**config.mk**
```make
export PLATFORM = sky130hd
export DESIGN_NAME = bin2bcd_seq_flat
export DESIGN_NICKNAME = d
export VERILOG_FILES = /design/src/rtl/bin2bcd_seq_pkg.sv /design/src/rtl/bin2bcd_seq_if.sv /design/src/rtl/bin2bcd_seq_add3.sv /design/src/rtl/bin2bcd_seq.sv /design/src/flat_wrapper.sv
export SDC_FILE = /design/constraint.sdc
export NUM_CORES = 1
export LEC_CHECK = 0
export ABC_AREA = 1
export CAP_MARGIN = 0
export CORE_UTILIZATION = 35
export DETAILED_ROUTE_END_ITERATION = 8
export SLEW_MARGIN = 15
export SYNTH_ARGS = -nofsm -noshare
export SYNTH_HDL_FRONTEND = slang
export SYNTH_SLANG_ARGS = --single-unit
export TNS_END_PERCENT = 20
```
**constraint.sdc**
```tcl
create_clock -name clk -period 1.67 [get_ports clk]
set_clock_uncertainty 0.2 [all_clocks]
set_input_delay 0.501 -clock clk [delete_from_list [all_inputs] [get_ports clk]]
set_output_delay 0.501 -clock clk [all_outputs]
set_load 0.005 [all_outputs]
```
**src/rtl/bin2bcd_seq_pkg.sv**
```systemverilog
// Shared constants for the sequential binary-to-BCD converter.
//   Widths, iteration count, add-3 threshold and FSM state encodings.
package bin2bcd_seq_pkg;

    localparam int unsigned BIN_W       = 16;
    localparam int unsigned BCD_W       = 16;
    localparam int unsigned DIG_W       = 4;
    localparam int unsigned N_DIG       = 5;
    localparam int unsigned SCR_W       = N_DIG * DIG_W;
    localparam int unsigned CNT_W       = 5;
    localparam int unsigned N_ITER      = 16;
    localparam int unsigned ADD3_THRESH = 5;

    // FSM state encodings
    localparam logic [0:0] ST_IDLE  = 1'b0;
    localparam logic [0:0] ST_SHIFT = 1'b1;

endpackage

```
**src/rtl/bin2bcd_seq_if.sv**
```systemverilog
// Request/result bundle for bin2bcd_seq.
//   start, bin          : request from the master
//   busy, done, bcd, ovf: status and result from the converter (slave)
interface bin2bcd_seq_if;

    logic                               start;
    logic [bin2bcd_seq_pkg::BIN_W-1:0]  bin;
    logic                               busy;
    logic                               done;
    logic [bin2bcd_seq_pkg::BCD_W-1:0]  bcd;
    logic                               ovf;

    modport master (output start, bin, input  busy, done, bcd, ovf);
    modport slave  (input  start, bin, output busy, done, bcd, ovf);

endinterface

```
**src/rtl/bin2bcd_seq_add3.sv**
```systemverilog
// Double-dabble digit correction: adds 3 to a BCD digit that is 5 or more.
//   d   : scratch digit in
//   q_c : corrected digit (combinational)
module bcd_add3
    import bin2bcd_seq_pkg::*;
(
    input  logic [DIG_W-1:0] d,
    output logic [DIG_W-1:0] q_c
);

    assign q_c = (d >= DIG_W'(ADD3_THRESH)) ? d + DIG_W'(3) : d;

endmodule

```
**src/rtl/bin2bcd_seq.sv**
```systemverilog
// Sequential 16-bit binary to 4-digit packed BCD converter (double-dabble,
// one input bit per clock, MSB first).
//   clk : clock, rising edge
//   clr : asynchronous active-low reset
//   bus : slave side of bin2bcd_seq_if (start/bin in; busy/done/bcd/ovf out)
// A conversion accepted on edge E0 presents done, bcd and ovf 17 clocks later.
// With HOLD_ON_OVF set, an overflowed result (> 9999) leaves bcd/ovf untouched.
module bin2bcd_seq
    import bin2bcd_seq_pkg::*;
#(
    parameter bit HOLD_ON_OVF = 1'b0
)
(
    input  logic          clk,
    input  logic          clr,
    bin2bcd_seq_if.slave  bus
);

    logic [0:0]       state, state_n;
    logic [CNT_W-1:0] cnt,   cnt_n;
    logic [SCR_W-1:0] scr,   scr_n;
    logic [BIN_W-1:0] shreg, shreg_n;
    logic             busy,  busy_n;
    logic             done,  done_n;
    logic [BCD_W-1:0] bcd,   bcd_n;
    logic             ovf,   ovf_n;

    logic [SCR_W-1:0] fixed_c;
    logic [SCR_W-1:0] shifted_c;
    logic             res_ovf_c;

    // Per-digit add-3 correction of the scratch register
    for (genvar i = 0; i < int'(N_DIG); i++) begin : g_add3
        bcd_add3 u_add3 (
            .d   (scr[i*DIG_W +: DIG_W]),
            .q_c (fixed_c[i*DIG_W +: DIG_W])
        );
    end

    // Corrected scratch shifted left, pulling in the next binary MSB
    assign shifted_c = {fixed_c[SCR_W-2:0], shreg[BIN_W-1]};
    assign res_ovf_c = |shifted_c[SCR_W-1:BCD_W];

    // State register
    always_ff @(posedge clk or negedge clr) begin
        if (!clr) begin
            state <= ST_IDLE;
            cnt   <= '0;
            scr   <= '0;
            shreg <= '0;
            busy  <= 1'b0;
            done  <= 1'b0;
            bcd   <= '0;
            ovf   <= 1'b0;
        end else begin
            state <= state_n;
            cnt   <= cnt_n;
            scr   <= scr_n;
            shreg <= shreg_n;
            busy  <= busy_n;
            done  <= done_n;
            bcd   <= bcd_n;
            ovf   <= ovf_n;
        end
    end

    // Next-state and datapath update
    always_comb begin
        state_n = state;
        cnt_n   = cnt;
        scr_n   = scr;
        shreg_n = shreg;
        busy_n  = busy;
        done_n  = 1'b0;
        bcd_n   = bcd;
        ovf_n   = ovf;
        case (state)
            ST_IDLE: begin
                if (bus.start) begin
                    state_n = ST_SHIFT;
                    cnt_n   = '0;
                    scr_n   = '0;
                    shreg_n = bus.bin;
                    busy_n  = 1'b1;
                end
            end
            ST_SHIFT: begin
                scr_n   = shifted_c;
                shreg_n = {shreg[BIN_W-2:0], 1'b0};
                cnt_n   = cnt + CNT_W'(1);
                if (cnt == CNT_W'(N_ITER - 1)) begin
                    state_n = ST_IDLE;
                    busy_n  = 1'b0;
                    done_n  = 1'b1;
                    // Held mode keeps the previous result on overflow
                    if (!(HOLD_ON_OVF && res_ovf_c)) begin
                        bcd_n = shifted_c[BCD_W-1:0];
                        ovf_n = res_ovf_c;
                    end
                end
            end
        endcase
    end

    assign bus.busy = busy;
    assign bus.done = done;
    assign bus.bcd  = bcd;
    assign bus.ovf  = ovf;

endmodule

```
**src/flat_wrapper.sv**
```systemverilog
// flat-port wrapper written by rule: the top's interface ports become plain ports
module bin2bcd_seq_flat import bin2bcd_seq_pkg::*;
#(
    parameter bit HOLD_ON_OVF = 1'b0
)
  (clk, clr, bus_start, bus_bin, bus_busy, bus_done, bus_bcd, bus_ovf);
  bin2bcd_seq_if bus_i ();
  input  logic clk;
  input  logic clr;
  input wire logic [$bits(bus_i.start)-1:0] bus_start;
  input wire logic [$bits(bus_i.bin)-1:0] bus_bin;
  output wire logic [$bits(bus_i.busy)-1:0] bus_busy;
  output wire logic [$bits(bus_i.done)-1:0] bus_done;
  output wire logic [$bits(bus_i.bcd)-1:0] bus_bcd;
  output wire logic [$bits(bus_i.ovf)-1:0] bus_ovf;
  assign bus_i.start = bus_start;
  assign bus_i.bin = bus_bin;
  assign bus_busy = bus_i.busy;
  assign bus_done = bus_i.done;
  assign bus_bcd = bus_i.bcd;
  assign bus_ovf = bus_i.ovf;
  bin2bcd_seq #(.HOLD_ON_OVF(HOLD_ON_OVF)) u_core (.clk(clk), .clr(clr), .bus(bus_i));
endmodule
```
======== Word level (Yosys, flattened, before mapping) ========
Index checks and enable logic that the tools add are counted.
cells by class
  add/subtract/negate cells ............... 6
  shift-type cells ........................ 0
  reduce and logical (&&, ||, !) cells .... 3
  $lt $le $gt $ge ......................... 5
  divide/modulo/power cells ............... 0
  eq/ne operators ......................... 3
  bitwise gates (word level) .............. 1
  multiply operators ...................... 0
  multiplexer cells ....................... 19
operators by type and width
  kind                                                 count
  one-hot mux 20 bit (2 select lines)                  1
  one-hot mux 16 bit (2 select lines)                  1
  >= comparator 4 x 3 -> 1 bit, second input constant  5
  two-way mux 20 bit                                   1
  adder 4 x 2 -> 4 bit, second input constant          4
  two-way mux 16 bit                                   1
  two-way mux 4 bit                                    4
  one-hot mux 5 bit (2 select lines)                   1
  two-way mux 1 bit                                    6
  adder 5 x 1 -> 5 bit, second input constant          1
  == test 5 x 4 -> 1 bit, second input constant        1
  two-way mux 5 bit                                    1
  != test 2 bit, second input constant                 2
  one-hot mux 1 bit (2 select lines)                   2
  AND reduction 2 bit                                  2
  OR reduction 4 bit                                   1
  adder 3 x 2 -> 3 bit, second input constant          1
  two-way mux 3 bit                                    1
  NOT 1 bit                                            1
storage, ports and cells
  bits in writable memories ............... 0
  latch bits .............................. 0
  memories ................................ 0
  bits in registers ....................... 61
  output and inout port bits .............. 19
  bits in read-only memories .............. 0

======== Longest topological paths before layout ========
Gate-level depths: netlist of the first run.
  depth in word-level cells ............... 3
  gate-level depth with buffers ........... 10
  gate-level depth less buffers ........... 10

======== By module ========
From an unflattened synthesis of the first run, not the netlist that was laid out.
unflattened totals
  cell total of the unflattened synthesis .. 385
  area total of the unflattened synthesis .. 3120.5 µm²
modules (own cells, without submodules)
  module       cells an instance  times used  seq. area each (µm²)  area each (µm²)
  bin2bcd_seq  270                1           1526.5                2444.8
  bcd_add3     23                 5           0.0                   135.1

======== Worst setup path after synthesis of the first run ========
OpenSTA, ideal clock, no wires.
  path type ............................... flip-flop to flip-flop
  from .................................... register u_core.cnt[0]
  to ...................................... register u_core.ovf (netlist: u_core.bus.ovf)
  period minus slack after synthesis ...... 1.638 ns
  required time ........................... 1.352 ns
  buffers on the path ..................... 0
  arrival ................................. 1.320 ns
  slack ................................... 0.032 ns
  stages on the path, launching flop included .. 8
  path through ............................ dfrtp_1 > ha_1 > and3_1 > ha_1 > nand2_2 > clkinv_1 > nor2_1 > nor2_1
on the way
  cells in the longest elaborated chain, start to end .. 2
RTL lines
  item                                  RTL line           RTL
  start, declared                       bin2bcd_seq.sv:20  logic [CNT_W-1:0] cnt, cnt_n;
  start signal, assigned                bin2bcd_seq.sv:57  cnt <= cnt_n;
  == test 5 x 4 -> 1 bit                bin2bcd_seq.sv:91  if (cnt == CNT_W'(N_ITER - 1)) begin
  AND reduction 2 bit (no source line)  --
  end signal, assigned                  bin2bcd_seq.sv:63  ovf <= ovf_n;
  end, declared                         bin2bcd_seq.sv:26  logic ovf, ovf_n;
No other way between the ends.
A chain may end at the register's enable or synchronous reset.

======== Final worst setup path of the first run ========
  from .................................... register u_core.cnt[1]
  to ...................................... register u_core.bcd[11] (netlist: u_core.bus.bcd[11])
on the way
  cells in the longest elaborated chain, start to end .. 2
RTL lines
  item                                  RTL line           RTL
  == test 5 x 4 -> 1 bit                bin2bcd_seq.sv:91
  AND reduction 2 bit (no source line)  --
  end signal, assigned                  bin2bcd_seq.sv:62  bcd <= bcd_n;
  end, declared                         bin2bcd_seq.sv:25  logic [BCD_W-1:0] bcd, bcd_n;
No other way between the ends.

==> results by group, run 1 <==
Place
  • Placed cell area: 3500 µm²
  • Worst slack, placed: -201 ps
  • Port buffer count: 37
  • Final Wtd Congestion: 0.790
  • DP Wirelength: 4.28 mm

Worst setup path
  • Top delay family on crit path: flip-flops
  • Worst r2r src: u_core.cnt[1]$_DFFE_PN0P_
  • Setup crit end kind: flip-flop
  • WS Path Type: reg -> reg
  • R2R depth: 8
  • CP Depth: 8
  • Setup crit start: u_core.cnt[1]$_DFFE_PN0P_
  • Crit path buf inv count: 2
  • Critical Path Max Stage Delay: 360 ps
  • Worst setup endpoint: u_core.bus.bcd[11]$_DFFE_PN0P_
  • Reg-to-reg endpoint: u_core.bus.bcd[11]$_DFFE_PN0P_
  • Critical Path Slowest Stage Cell: dfrtp_1
  • CP Data Arrival Time: 1700 ps
  • Worst Setup Start Kind: flip-flop
  • Required time worst endpoint: 1680 ps
  • Flop2flop setup slack: -20 ps
  • CP cell instances: ha_2 > and3_4 > ha_4 > nand2_4 > buf_4 > clkbuf_16 > nand2_1 > o21ai_0
  • CP max FO: 7

Synth
  • Distinct cells, synth: 28
  • Synth area leader: dfrtp_1
  • Synthesized cell area: 2920 µm²
  • Nets in the synthesized netlist: 343
  • Post-synthesis register bit count: 61
  • Syn Area/Cell: 9.35 µm²
  • Synth Warn #: 0
  • Synth top area share: 0.523
  • Area contributors post-synth: dfrtp_1 (52%), nand2_1 (12%), o21ai_0 (5.5%), ha_1 (5.1%), inv_1 (3.9%)
  • Sequential element share of the synthesized area: 0.523
  • Synth Instances: 312

Die
  • Core Area: 7890 µm²
  • Chip height: 93.3 µm
  • Initial Utilization: 0.370
  • Ports: 38
  • Die extent in x: 93.3 µm
  • Site row count: 32
  • Die area: 8700 µm²

STA
  • Final hold violations: 0
  • Slew Limit Fails: 0
  • Setup ws final: -20.9 ps
  • RSZ-0062 raised after global routing: yes
  • Slew at the pin with the worst max-slew slack: 350 ps
  • Final setup vio count: 4
  • Tmin final: 1690 ps
  • Max Freq: 0.591 GHz
  • Final worst-path cycle share: 1.01
  • Max_slew headroom: 0.767

Worst hold path
  • Tightest Hold Check Type: reg -> reg
  • Hold depth: 2

Global route
  • Grt peak-use layer: met2
  • Grt met3 use: 0.0593
  • GR Util met1: 0.195
  • Grt total ovfl: 0
  • Initial antenna violation count: 0
  • GRT Overall Usage: 0.160
  • Met2 usage: 0.265
  • Pin count of the biggest net entering global routing: 37
  • Number of global-route vias before repair: 2371
  • First-pass GRT wire length: 10.6 mm

CTS
  • Worst-path clk slew: 60 ps
  • CTS tree: built
  • CTS Buf Count: 9
  • Clk root buf: clkbuf_8
  • H-tree Lvls: 3
  • Clock sinks: 61
  • Buffer depth of the longest clock path: 2
  • Worst skew pair latency: 330 ps

Power and ir drop
  • Sw frac: 0.388
  • Pleak: 0.00185 µW
  • Peak supply drop: 0.553 mV
  • Clock power frac: 0.160
  • Gate power share: 0.467
  • Internal power: 4160 µW
  • Switching power: 2640 µW
  • Flop pwr share: 0.373
  • Power per cell area: 1760 nW/µm²

Job
  • Max Cap Violations: 0

Status
  • Outcome: finished, violations left
  • Failing checks: negative setup slack

Final layout
  • Nets@finish: 413
  • Post-route cell area: 3870 µm²
  • Layout cell share with drive strength beyond 1: 0.223
  • Area delta synth->final: 32.7%
  • N_diodes: 0

Routing
  • Routed len/inst: 12.8 µm
  • Vias per cell: 4.73
  • DR DRC count: 0
  • Routed Antenna Nets: 0
  • Starting DRT DRC Count: 55
  • Router iterations before antenna repair: 4
  • Vias: 2310
  • Final WL: 6.24 mm
-- cells by family (layout without fill, tap and decap cells) --
logic type               Yosys count  count (layout)  synth area share
AO/OA/AOI/OAI                     63              63             0.152
XOR/XNOR                           7               7            0.0210
adder cells (fa/ha/maj)           12              12            0.0515
buffers and inverters             45             119            0.0768
flip-flops                        61              61             0.523
AND/OR/NAND/NOR                  124             124             0.175
-- metal layers --
layer	vias up	share of wire
li1	1168	-
met1	1078	0.47
met2	54	0.47
met3	10	0.042
met4	0	0.014
met5	-	0
-- worst register-to-register path: stages, from the launching register on --
cell	delay (ps)
dfrtp_1	360
ha_2	190
and3_4	190
ha_4	130
nand2_4	60
buf_4	160
clkbuf_16	160
nand2_1	60
o21ai_0	70
-- cell type report --
type	count	area, µm²
Clock buffer	13	149
Clock inverter	2	10.0
Fill cell	747	4020
Inverter	34	134
Multi-Input combinational cell	206	1240
Sequential cell	61	1530
Tap cell	102	128
Timing Repair Buffer	70	683
-- per-stage QoR --
stage / std cells / hold WS, ps / total power (µW) / util / setup TNS [ps]
after floorplan: 312 / 5.41 / 4400 / - / 0
after global placement: 457 / 223 / 5390 / 0.443 / -6140
after detailed placement: 457 / 225 / 5500 / 0.443 / -6830
after CTS: 480 / 281 / 6630 / 0.472 / -119
after global routing: 488 / 318 / 7470 / 0.491 / -1020
final: 488 / 273 / 6800 / 0.491 / -41.9
-- cell usage after synthesis --
library cell and instances:
a21oi_2 1, inv_4 2, nand2_2 2, inv_2 1, o21ai_1 8, xor2_1 7
buf_6 6, o211ai_2 2, o22ai_1 2, nand2_1 95, nor2_1 10, a22o_1 1
nor2_8 1, inv_1 30, o221ai_1 2, buf_2 4, o221ai_2 3, nand4_1 3
a22oi_1 3, o21ai_0 32, nand3_1 12, o211ai_1 2, clkinv_1 1, clkbuf_1 1
and3_1 1, o22ai_2 7, dfrtp_1 61, ha_1 12
-- worst min path at each step --
| stage | from | to | slack [ps] |
|---|---|---|---|
| floorplan | clr | u_core.bus.bcd[0]$_DFFE_PN0P_ | 5 |
| global placement | clr | u_core.bus.bcd[4]$_DFFE_PN0P_ | 220 |
| detailed placement | clr | u_core.bus.bcd[4]$_DFFE_PN0P_ | 230 |
| CTS | u_core.bus.bcd[13]$_DFFE_PN0P_ | u_core.bus.bcd[13]$_DFFE_PN0P_ | 280 |
| global route | u_core.bus.bcd[6]$_DFFE_PN0P_ | u_core.bus.bcd[6]$_DFFE_PN0P_ | 320 |
| finish | u_core.bus.bcd[13]$_DFFE_PN0P_ | u_core.bus.bcd[13]$_DFFE_PN0P_ | 270 |
-- placed cells by master, fill, tap and decap left out, types with 2 or more instances in the layout --
| master | Yosys | routed |
|---|---|---|
| a22oi_1 | 3 | 3 |
| buf_12 | 0 | 5 |
| buf_4 | 0 | 24 |
| buf_6 | 6 | 2 |
| clkbuf_1 | 1 | 3 |
| clkbuf_2 | 0 | 4 |
| clkbuf_8 | 0 | 10 |
| clkdlybuf4s15_1 | 0 | 15 |
| clkdlybuf4s50_1 | 0 | 17 |
| clkinv_2 | 0 | 3 |
| dfrtp_1 | 61 | 59 |
| dfrtp_2 | 0 | 2 |
| ha_1 | 12 | 10 |
| inv_1 | 30 | 29 |
| inv_2 | 1 | 2 |
| inv_4 | 2 | 2 |
| nand2_1 | 95 | 90 |
| nand2_2 | 2 | 5 |
| nand2_4 | 0 | 2 |
| nand3_1 | 12 | 10 |
| nand3_2 | 0 | 2 |
| nand4_1 | 3 | 3 |
| nor2_1 | 10 | 10 |
| o211ai_1 | 2 | 2 |
| o211ai_2 | 2 | 2 |
| o21ai_0 | 32 | 21 |
| o21ai_1 | 8 | 16 |
| o21ai_2 | 0 | 3 |
| o221ai_1 | 2 | 2 |
| o221ai_2 | 3 | 3 |
| o22ai_1 | 2 | 2 |
| o22ai_2 | 7 | 7 |
| xor2_1 | 7 | 6 |
-- power by group through the flow --
stage | clock [µW] | combinational (µW) | sequential (µW)
finish | 1090 | 3180 | 2540
global route | 1200 | 3650 | 2630
CTS | 1120 | 3010 | 2500
detailed placement | 0 | 2970 | 2530
global placement | 0 | 2880 | 2510
floorplan | 0 | 1910 | 2500
-- flip-flops by register name, indices dropped and copies added (netlist names) --
| signal | flops |
|---|---|
| u_core.bus.busy | 1 |
| u_core.state | 1 |
| u_core.bus.bcd | 16 |
| u_core.scr | 20 |
| u_core.cnt | 5 |
| u_core.bus.done | 1 |
| u_core.bus.ovf | 1 |
| u_core.shreg | 16 |
-- what timing repair did --
item | in CTS | in global routing
gates resized for setup | 40 | 35
hold buffers | 1 | 0
pin swaps | 0 | 4
setup buffers | 7 | 6
setup endpoints to repair | 32 | 30
gates cloned | 0 | 2
endpoints found under the hold margin | 12 | 0
Note: power is estimated with default switching activity, not from simulation.
==> run 2: changes to the inputs <==
--- a/config.mk
+++ b/config.mk
@@ -7,8 +7,10 @@
 export LEC_CHECK = 0
 export ABC_AREA = 1
 export CAP_MARGIN = 0
-export CORE_UTILIZATION = 35
+export CORE_UTILIZATION = 49
+export CTS_CLUSTER_SIZE = 20
 export DETAILED_ROUTE_END_ITERATION = 8
+export PLACE_DENSITY = 0.75
 export SLEW_MARGIN = 15
 export SYNTH_ARGS = -nofsm -noshare
 export SYNTH_HDL_FRONTEND = slang
==> results by group, run 2 (synthesized netlist as in run 1, its figures left out) <==
Status
  • Outcome: finished, violations left
  • Failing checks: negative setup slack

STA
  • Final worst-path cycle share: 1.01 (-0.00652)
  • Setup ws final: -10.0 ps (+10.9 ps)
  • Hold slack: 289 ps (+15.7 ps)
  • Max_slew headroom: 0.703 (-0.0641)
  • Final hold violations: 0 (unchanged)
  • TNS Setup: -10.0 ps (+31.9 ps)
  • Tmin final: 1680 ps (-10.9 ps)
  • Final setup vio count: 1 (-3)
  • Slew at the pin with the worst max-slew slack: 441 ps (+91.4 ps)
  • Slew Limit Fails: 0 (unchanged)
  • RSZ-0062 raised after global routing: yes
  • Max Freq: 0.595 GHz (+0.65%)

Routing
  • Final WL: 6.64 mm (+6.4%)
  • Routed len/inst: 14.3 µm (+12%)
  • DR DRC count: 0 (unchanged)
  • Vias per cell: 5.15 (+8.8%)
  • Vias: 2384 (+3.2%)
  • Starting DRT DRC Count: 101 (+84%)
  • Routed Antenna Nets: 0 (unchanged)
  • Router iterations before antenna repair: 4 (unchanged)

Die
  • Die area: 6260 µm² (-28%)
  • Core Area: 5610 µm² (-29%)
  • Chip height: 79.2 µm (-15%)
  • Initial Utilization: 0.520 (+0.150)
  • Die extent in x: 79.2 µm (-15%)
  • Ports: 38 (unchanged)
  • Site row count: 27 (-16%)

Place
  • Final Wtd Congestion: 0.800 (+1.3%)
  • Placed cell area: 3480 µm² (-0.43%)
  • DP Wirelength: 4.23 mm (-1.1%)
  • Port buffer count: 37 (unchanged)

CTS
  • H-tree Lvls: 3 (unchanged)
  • Worst skew pair latency: 340 ps (about the same)
  • Buffer depth of the longest clock path: 2 (unchanged)
  • Clock sinks: 61 (unchanged)
  • Worst-path clk slew: 70 ps (about the same)
  • CTS Buf Count: 9 (unchanged)
  • CTS tree: built
  • Clk root buf: clkbuf_8

Power and ir drop
  • Gate power share: 0.459 (-0.008)
  • Switching power: 2910 µW (+10%)
  • Pleak: 0.00192 µW (+3.7%)
  • Clock power frac: 0.197 (+0.037)
  • Total power: 7520 µW (+11%)
  • Internal power: 4610 µW (+11%)
  • Flop pwr share: 0.343 (-0.030)
  • Power per cell area: 1880 nW/µm² (+7.1%)
  • Peak supply drop: 0.854 mV (+54%)
  • Sw frac: 0.387 (-0.00158)

Final layout
  • Most frequent cells in the layout: nand2_1 (84), dfrtp_1 (59), buf_4 (29)
  • Commonest non-fill, non-tap cell in the layout: nand2_1
  • Max reg flops: 20 (unchanged)
  • Layout Utilization: 0.712 (+0.222)
  • Area delta synth->final: 37.0%
  • Post-route cell area: 4000 µm² (+3.2%)
  • Layout cell share with drive strength beyond 1: 0.289 (+0.0662)
  • Biggest regs: u_core.scr x20, u_core.bus.bcd x16, u_core.shreg x16
  • Largest Register: u_core.scr
  • Layout fillers: 420 (-44%)
  • Nets@finish: 417 (+0.97%)
  • N_diodes: 0 (unchanged)

Worst setup path
  • Worst r2r src: u_core.cnt[1]$_DFFE_PN0P_
  • CP cell instances: ha_2 > and3_4 > ha_4 > nand2_8 > buf_12 > a21oi_2 > nand2_1 > nor2_1 > nor2_1
  • WS Path Type: reg -> reg
  • CP Data Arrival Time: 1720 ps (+20 ps)
  • Top delay family on crit path: simple AND/OR/NAND/NOR gates
  • Critical Path Slowest Stage Cell: dfrtp_1
  • Worst Setup Start Kind: flip-flop
  • Setup crit end kind: flip-flop
  • Top cell by count, worst path: nor2_1
  • Flop2flop setup slack: -10 ps (about the same)
  • Required time worst endpoint: 1710 ps (+30 ps)
  • Crit path buf inv count: 1 (-1)
  • CP max FO: 5 (-2)
  • Setup crit start: u_core.cnt[1]$_DFFE_PN0P_
  • Critical Path Max Stage Delay: 360 ps (about the same)

Global route
  • Grt total ovfl: 0 (unchanged)
  • Pin count of the biggest net entering global routing: 25 (-32%)
  • First-pass GRT wire length: 10.9 mm (+2.7%)
  • GRT Overall Usage: 0.234 (+0.0740)
  • Number of global-route vias before repair: 2373 (+0.084%)
  • Initial antenna violation count: 0 (unchanged)

Worst hold path
  • Tightest Hold Check Type: reg -> reg
  • Hold Path Origin: u_core.bus.bcd[9]$_DFFE_PN0P_

Job
  • Max Cap Violations: 0 (unchanged)
## run 2: worst register-to-register path, delay by kind of cell, from the launching register on
family | cells | cell delay [ps]
adders and majority gates | 2 | 330
and+or+nand+nor | 5 | 430
buffers and inverters | 1 | 150
AOI/OAI and AO/OA | 1 | 90
DFF | 1 | 360
## run 2: layout make-up
type	count	area, µm²	area share
clock buffer	12	155	0.0388
clock inverter	4	70.1	0.0175
inverter	34	134	0.0335
multi-input combinational	206	1310	0.328
sequential	61	1530	0.383
tap	72	90.1	0.0225
timing repair buffer	74	708	0.177
## run 2: path summary, 6_finish.rpt
kind | endpoint | depth (start not counted)
setup / recovery | u_core.bus.ovf$_DFFE_PN0P_ | 9
hold / removal | u_core.bus.bcd[9]$_DFFE_PN0P_ | 2
setup reg to reg | u_core.bus.ovf$_DFFE_PN0P_ | 9
hold reg to reg | u_core.bus.bcd[9]$_DFFE_PN0P_ | 2
max in group asynchronous | u_core.scr[7]$_DFFE_PN0P_ | 3
min in group asynchronous | u_core.bus.bcd[10]$_DFFE_PN0P_ | 2
## run 2: power by group through the flow
stage               clock network, µW  logic [µW]  registers, µW
floorplan                           0        1910           2500
global placement                    0        2820           2510
detailed placement                  0        2950           2530
CTS                              1510        3120           2520
global route                     1580        3870           2640
finish                           1480        3450           2580
## run 2: per-layer routing
layer | routed length [µm] | up-vias | track usage
li1 | - | 1169 | -
met4 | 171 | 0 | 0.129
met1 | 2870 | 1129 | 0.282
met5 | 0 | - | 0
met2 | 3310 | 69 | 0.384
met3 | 283 | 17 | 0.0540
## run 2: stage by stage
stage          setup WS, ps  std cells
2_1_floorplan          32.5        312
3_3_place_gp           -162        430
3_5_place_dp           -193        430
4_1_cts               -25.0        461
5_1_grt               -68.6        463
6_report              -10.0        463
## run 2: timing repair
item,CTS,global route
hold endpoints to repair,5,0
pin swaps,4,3
cloned,1,0
setup buffers,13,3
endpoints found under the setup margin,37,32
gates resized for setup,54,47
hold buffers,1,0
